File: src/rtl/fma16_align_add.sv
// FMA alignment/add stage: aligns the multiplier product against the half-precision addend
// and forms the unnormalized signed sum. Define FMA16_STICKY_EN to keep shifted-out bits as sticky.
module fma16_align_add (
    input  logic        clk,
    input  logic        reset_n,
    input  logic        in_valid,
    output logic        in_ready,
    input  logic        p_sign,
    input  logic [6:0]  p_exp,
    input  logic [21:0] p_frac,
    input  logic [15:0] z,
    output logic        out_valid,
    input  logic        out_ready,
    output logic        s_sign,
    output logic [6:0]  s_exp,
    output logic [22:0] s_mag,
    output logic        s_sticky,
    output logic        s_zero
);

    logic vld_p1, vld_p2;
    logic s1_adv, s2_load;

    logic              z_nz;
    logic [4:0]        ze;
    logic [10:0]       zsig;
    logic [21:0]       zfrac_ext;
    logic signed [7:0] pexp_s, ze_s, d;
    logic [7:0]        shamt;
    logic [21:0]       pa_c, za_c;
    logic [6:0]        exp_c;

    logic [21:0] pa_p1, za_p1;
    logic [6:0]  exp_p1;
    logic        psign_p1, zsign_p1;

    logic        eff_sub, borrow, sign_c, zero_c;
    logic [22:0] mag_c;

    logic        sign_p2, zero_p2;
    logic [6:0]  exp_p2;
    logic [22:0] mag_p2;

`ifdef FMA16_STICKY_EN
    logic stk_c, stk_p1, stk_p2;
`endif

    function automatic logic [21:0] align_shift(input logic [21:0] v, input logic [7:0] sh);
        if (sh >= 8'd24) return 22'd0;
        return v >> sh;
    endfunction

`ifdef FMA16_STICKY_EN
    function automatic logic lost_bits(input logic [21:0] v, input logic [7:0] sh);
        logic [21:0] mask;
        if (sh >= 8'd22) return |v;
        mask = ~(22'h3FFFFF << sh);
        return |(v & mask);
    endfunction
`endif

    // A borrowed LSB stands in for the truncated tail of the smaller operand.
    function automatic logic [22:0] sub_mag(input logic [21:0] a, input logic [21:0] b,
                                            input logic bw);
        logic [22:0] hi, lo;
        if (a == b) return 23'd0;
        hi = (a > b) ? {1'b0, a} : {1'b0, b};
        lo = (a > b) ? {1'b0, b} : {1'b0, a};
        return hi - lo - {22'd0, bw};
    endfunction

    assign s2_load  = !vld_p2 | out_ready;
    assign s1_adv   = !vld_p1 | s2_load;
    assign in_ready = !vld_p1 | s1_adv;

    always_comb begin
        z_nz      = |z[14:10];
        zsig      = {z_nz, z[9:0]};
        zfrac_ext = {1'b0, zsig, 10'b0};
        ze        = z_nz ? z[14:10] : 5'd1;
        ze_s      = signed'({3'b000, ze});
        pexp_s    = signed'({p_exp[6], p_exp});
        d         = pexp_s - ze_s;
        shamt     = d[7] ? unsigned'(-d) : unsigned'(d);
        if (!d[7]) begin
            pa_c  = p_frac;
            za_c  = align_shift(zfrac_ext, shamt);
            exp_c = p_exp;
        end else begin
            pa_c  = align_shift(p_frac, shamt);
            za_c  = zfrac_ext;
            exp_c = {2'b00, ze};
        end
`ifdef FMA16_STICKY_EN
        stk_c = lost_bits(d[7] ? p_frac : zfrac_ext, shamt);
`endif
    end

    // stage 1: aligned operands
    always_ff @(posedge clk or negedge reset_n) begin
        if (!reset_n) vld_p1 <= 1'b0;
        else if (s1_adv) vld_p1 <= in_valid;
    end

    always_ff @(posedge clk) begin
        if (s1_adv && in_valid) begin
            pa_p1    <= pa_c;
            za_p1    <= za_c;
            exp_p1   <= exp_c;
            psign_p1 <= p_sign;
            zsign_p1 <= z[15];
`ifdef FMA16_STICKY_EN
            stk_p1   <= stk_c;
`endif
        end
    end

    always_comb begin
        eff_sub = psign_p1 ^ zsign_p1;
`ifdef FMA16_STICKY_EN
        borrow = stk_p1;
`else
        borrow = 1'b0;
`endif
        if (eff_sub) begin
            mag_c  = sub_mag(pa_p1, za_p1, borrow);
            sign_c = (pa_p1 >= za_p1) ? psign_p1 : zsign_p1;
        end else begin
            mag_c  = {1'b0, pa_p1} + {1'b0, za_p1};
            sign_c = psign_p1;
        end
        zero_c = (mag_c == 23'd0);
        if (zero_c) sign_c = 1'b0;
    end

    // stage 2: signed sum presented to round/normalize
    always_ff @(posedge clk or negedge reset_n) begin
        if (!reset_n) begin
            vld_p2  <= 1'b0;
            sign_p2 <= 1'b0;
            exp_p2  <= 7'd0;
            mag_p2  <= 23'd0;
            zero_p2 <= 1'b0;
`ifdef FMA16_STICKY_EN
            stk_p2  <= 1'b0;
`endif
        end else if (s2_load) begin
            vld_p2 <= vld_p1;
            if (vld_p1) begin
                sign_p2 <= sign_c;
                exp_p2  <= exp_p1;
                mag_p2  <= mag_c;
                zero_p2 <= zero_c;
`ifdef FMA16_STICKY_EN
                stk_p2  <= stk_p1;
`endif
            end
        end
    end

    assign out_valid = vld_p2;
    assign s_sign    = sign_p2;
    assign s_exp     = exp_p2;
    assign s_mag     = mag_p2;
    assign s_zero    = zero_p2;
`ifdef FMA16_STICKY_EN
    assign s_sticky  = stk_p2;
`else
    assign s_sticky  = 1'b0;
`endif

endmodule

File: config.mk
export PLATFORM = sky130hd
export DESIGN_NAME = fma16_align_add
export DESIGN_NICKNAME = d
export VERILOG_FILES = /design/src/rtl/fma16_align_add.sv
export SDC_FILE = /design/constraint.sdc
export NUM_CORES = 1
export LEC_CHECK = 0
export ABC_AREA = 1
export BUFFER_PORTS_ARGS = -buffer_cell sky130_fd_sc_hd__buf_2
export CAP_MARGIN = 20
export CELL_PAD_IN_SITES_DETAIL_PLACEMENT = 1
export CELL_PAD_IN_SITES_GLOBAL_PLACEMENT = 1
export CORE_MARGIN = 2
export CORE_UTILIZATION = 43
export CTS_CLUSTER_SIZE = 24
export DETAILED_ROUTE_END_ITERATION = 10
export PLACE_DENSITY_LB_ADDON = 0.1
export SYNTH_ARGS = -nofsm -noshare
export SYNTH_HDL_FRONTEND = slang
export SYNTH_SLANG_ARGS = --single-unit
File: constraint.sdc
create_clock -name clk -period 4.57 [get_ports clk]
set_clock_uncertainty 0.05 [all_clocks]
set_input_delay 0.914 -clock clk [delete_from_list [all_inputs] [get_ports clk]]
set_output_delay 0.914 -clock clk [all_outputs]
set_load 0.02 [all_outputs]
==> results by group <==
Global routing
  • Vias in the first global route: 10072
  • Total global routing overflow: 0
  • First-pass GRT wire length: 52.8 mm
  • Largest net degree at the start of global routing: 46
  • Gr usage total: 0.299
  • Initial antenna violation count: 0

CTS
  • TritonCTS Buffers: 9
  • Post-CTS setup buffer count: 0
  • Worst skew pair latency: between 300 and 400 ps
  • H-tree Lvls: 3
  • CTS Sinks: 86
  • CTS Root Cell: clkbuf_16
  • TritonCTS clock tree: yes
  • Clk slew on worst S/H paths: approximately 80 ps
  • Longest Clk Path Bufs: 2

Flow run
  • MaxCap Viol Count: 0

Pwr
  • IR drop worst, VDD: approximately 270 uV
  • Clock share of power: 0.171
  • Internal power: ~2.2 mW
  • Seq pwr share: 0.248
  • Sw Share: 0.503
  • Pwr Total: ~4.4 mW
  • Sw Pwr: 2.23 mW
  • Lkg Pwr: roughly 5.4 nW
  • Pwr dens: 427 nW/um^2
  • Comb pwr share: 0.580

Die
  • I/O pin total: between 80 and 90
  • Starting Density: 0.438
  • Cell Rows: between 50 and 60
  • Die area: about 23000 um^2
  • DIE HEIGHT: 151 um
  • DIE WIDTH: ~150 um
  • Core Region: ~21000 um^2

Placed design
  • DP Cell Count: between 1500 and 2000
  • Hpwl dp: 27.8 mm
  • Global placer's final weighted congestion: 0.950
  • Port bufs: 83
  • Post-Place Setup Slack: -126 ps

Timing
  • Worst Setup Slack, final: approximately 270 ps
  • Unrepaired setup endpoints after global routing: yes
  • Slew Viols, Final: 0
  • Final setup fails: 0
  • Fin Hold WS: 399 ps
  • Part of the cycle the worst path needs: 0.940
  • Setup_tns: 0 ps
  • Slew HR: 0.472
  • Achievable Freq: around 230 MHz
  • Final worst path period need: about 4300 ps
  • Worst Max-Slew Pin Slew: roughly 800 ps
  • Final Hold Viols: 0

Outcome
  • Outcome: finished clean

Routing
  • Vias: between 10000 and 15000
  • DRT antenna net count: 0
  • First-pass iteration count of the detailed router: 5
  • Initial DRC Count: 637
  • Wire per inst: around 18 um
  • Post-route DRC: 0
  • Total routed wirelength: approximately 34 mm
  • Via density: 5.50

Critical path
  • Slowest CP cell: fa_1
  • Most Frequent Cell on Critical Path: inv_1
  • CP peak stage delay: roughly 470 ps
  • Worst Setup Path Type: in2reg
  • WP data required: roughly 4800 ps
  • Startpoint types: primary input
  • Buffers & Inverters on Critical Path: 7
  • Cell family with most CP delay: simple AND/OR/NAND/NOR gates
  • Critical Path AT: 4480 ps
  • Crit-path cells: buf_2 -> nor3_1 -> nand3_1 -> nand2_1 -> ha_1 -> inv_1 -> fa_1 -> inv_1 -> ha_1 -> inv_1 -> nor3_1 -> inv_1 -> nor3_2 -> nor2_1 -> nand2b_1 -> nand2_1 -> buf_6 -> o21ai_0 -> o21ai_0 -> o21ai_1 -> nand2_1 -> o21ai_0 -> buf_4
  • Crit path max fanout: 23
  • Critical path capture point type: register

Finish
  • Multi-input gate area: between 5000 and 6000 um^2
  • Layout Nets: approximately 1700
  • Final Non-Filler Cells: 1862
  • Inserted Diodes: 0
  • Area grow syn2layout: 12.6%
  • Register area: 2410 um^2
  • Share of layout cells above drive strength 1: 0.132
  • Fillers: roughly 3000

Synthesis
  • Post-synth ARST share: 0.395
  • Syn_area_per_cell: ~6.2 um^2
  • Mapped Cells: 1493
  • Number of distinct library cells after synthesis: 52
  • Post-synth EDFFs: 52
  • Post-synthesis sequential area ratio: 0.261
  • Yosys Warn Count: 0
  • Yosys reg bits: 86
  • Dominant register cell in the synthesized netlist: edfxtp_1
  • Cell Area, Synth: a little over 9000 um^2

Worst hold path
  • Worst hold-check path type: reg2reg
[through the flow]
step / utilization / area [um^2]
detailed placement: 0.479 / 10100
global placement: 0.479 / 10100
CTS: 0.493 / 10400
finish: 0.493 / 10400
global route: 0.493 / 10400
floorplan: - / 9240
[flip-flops by register name, indices dropped and copies added (netlist names)]
name	cells
za_p1	21
vld_p1	1
exp_p1	7
out_valid	1
pa_p1	22
psign_p1	1
s_sign	1
s_mag	23
s_exp	7
zsign_p1	1
s_zero	1
[cell usage after synthesis (8+ instances only)]
master    count  area [um^2]
xor2_1       11         96.3
o21ai_0      82          410
inv_2        10         37.5
buf_2        14         70.1
nand2_2      13         81.3
nand3_2       8         80.1
nor3_1        9         45.0
o21ai_1       9         45.0
clkbuf_1     27          101
buf_4        13         97.6
nand3_1     169          846
dfrtp_1      34          851
edfxtp_1     52         1560
inv_1       178          668
a21oi_1      70          350
nor2_1      126          473
o211ai_1     12         90.1
a31oi_1      18          113
ha_1         49          613
o21bai_1      8         60.1
nand4_1      15         93.8
nand2_1     483         1810
[cell usage in the layout (no fill, tap or decap), types with 12 or more instances in the layout]
cell and count:
nor2_1 126, o211ai_1 12, buf_2 83, dfrtp_1 34, a31oi_1 18, nand2_1 483
edfxtp_1 52, ha_1 49, inv_1 177, o21ai_1 13, o21ai_0 78, a21oi_1 70
nand2_2 13, buf_4 53, nand4_1 15, nand3_1 169
[worst register-to-register path, stage by stage (launching register included)]
cell      delay [ps]
edfxtp_1         480
ha_1             580
nand4_1          340
nor2_1           220
nand4_1          260
nand2_2          160
nand2_1           90
and2_1           170
ha_1             180
inv_1             80
nand3_2          130
nand2_1          140
nand2_1          100
nand2_1           90
nand3_1           70
nand3_1          150
nand2_1           90
nor2_1            90
nand2_1           70
nor2_1           180
nand3_1          110
nor2_1           110
nand2_1           70
nand2_1           60
nand2_1           40
[cell type report]
type | count | area share
timing repair buffer | 138 | 0.0812
clock buffer | 9 | 0.0216
clock inverter | 7 | 0.00697
multi-input combinational | 1157 | 0.557
tap | 275 | 0.0331
inverter | 190 | 0.0688
sequential | 86 | 0.232
[metal layers]
layer  track usage  vias to the layer above  routed length [um]
met5             0                        -                   0
met4        0.0995                        0                1050
met3        0.0239                       51                1240
met2         0.533                      280               16700
met1         0.380                     4880               14800
li1              -                     5039                   -
[final timing paths]
check / from / to / slack, ps / cells after the start
min in group asynchronous: reset_n / s_mag[3] / 570 / 1
min: exp_p1[3] / s_exp[3] / 400 / 2
max in group asynchronous: reset_n / s_exp[3] / 3410 / 1
max reg2reg: pa_p1[17] / s_sign / 350 / 24
min reg2reg: exp_p1[3] / s_exp[3] / 400 / 2
max: z[10] / pa_p1[18] / 270 / 23
[power groups by stage]
stage	registers [mW]	logic, mW	clock network (mW)
after detailed placement	1.12	2.54	0
after global routing	1.13	2.86	0.801
after global placement	1.11	2.49	0
after CTS	1.11	2.56	0.767
after floorplan	1.24	1.61	0
final	1.10	2.58	0.761
[kinds of logic after synthesis]
| kind of cell | count (synthesis) | share of synthesized area |
|---|---|---|
| AND/OR/NAND/NOR | 860 | 0.400 |
| buffers and inverters | 251 | 0.113 |
| AO/OA/AOI/OAI | 230 | 0.141 |
| flip-flops | 86 | 0.261 |
| adder cells (fa/ha/maj) | 51 | 0.0707 |
| XOR/XNOR | 12 | 0.0114 |
| multiplexers | 2 | 0.00217 |
| other | 1 | 0.000406 |
[repair_timing]
action                     4_1_cts  5_1_grt
resized for setup                0        7
setup endpoints to repair        0       13
hold buffers                     0        0
Note: power is estimated with default switching activity, not from simulation.
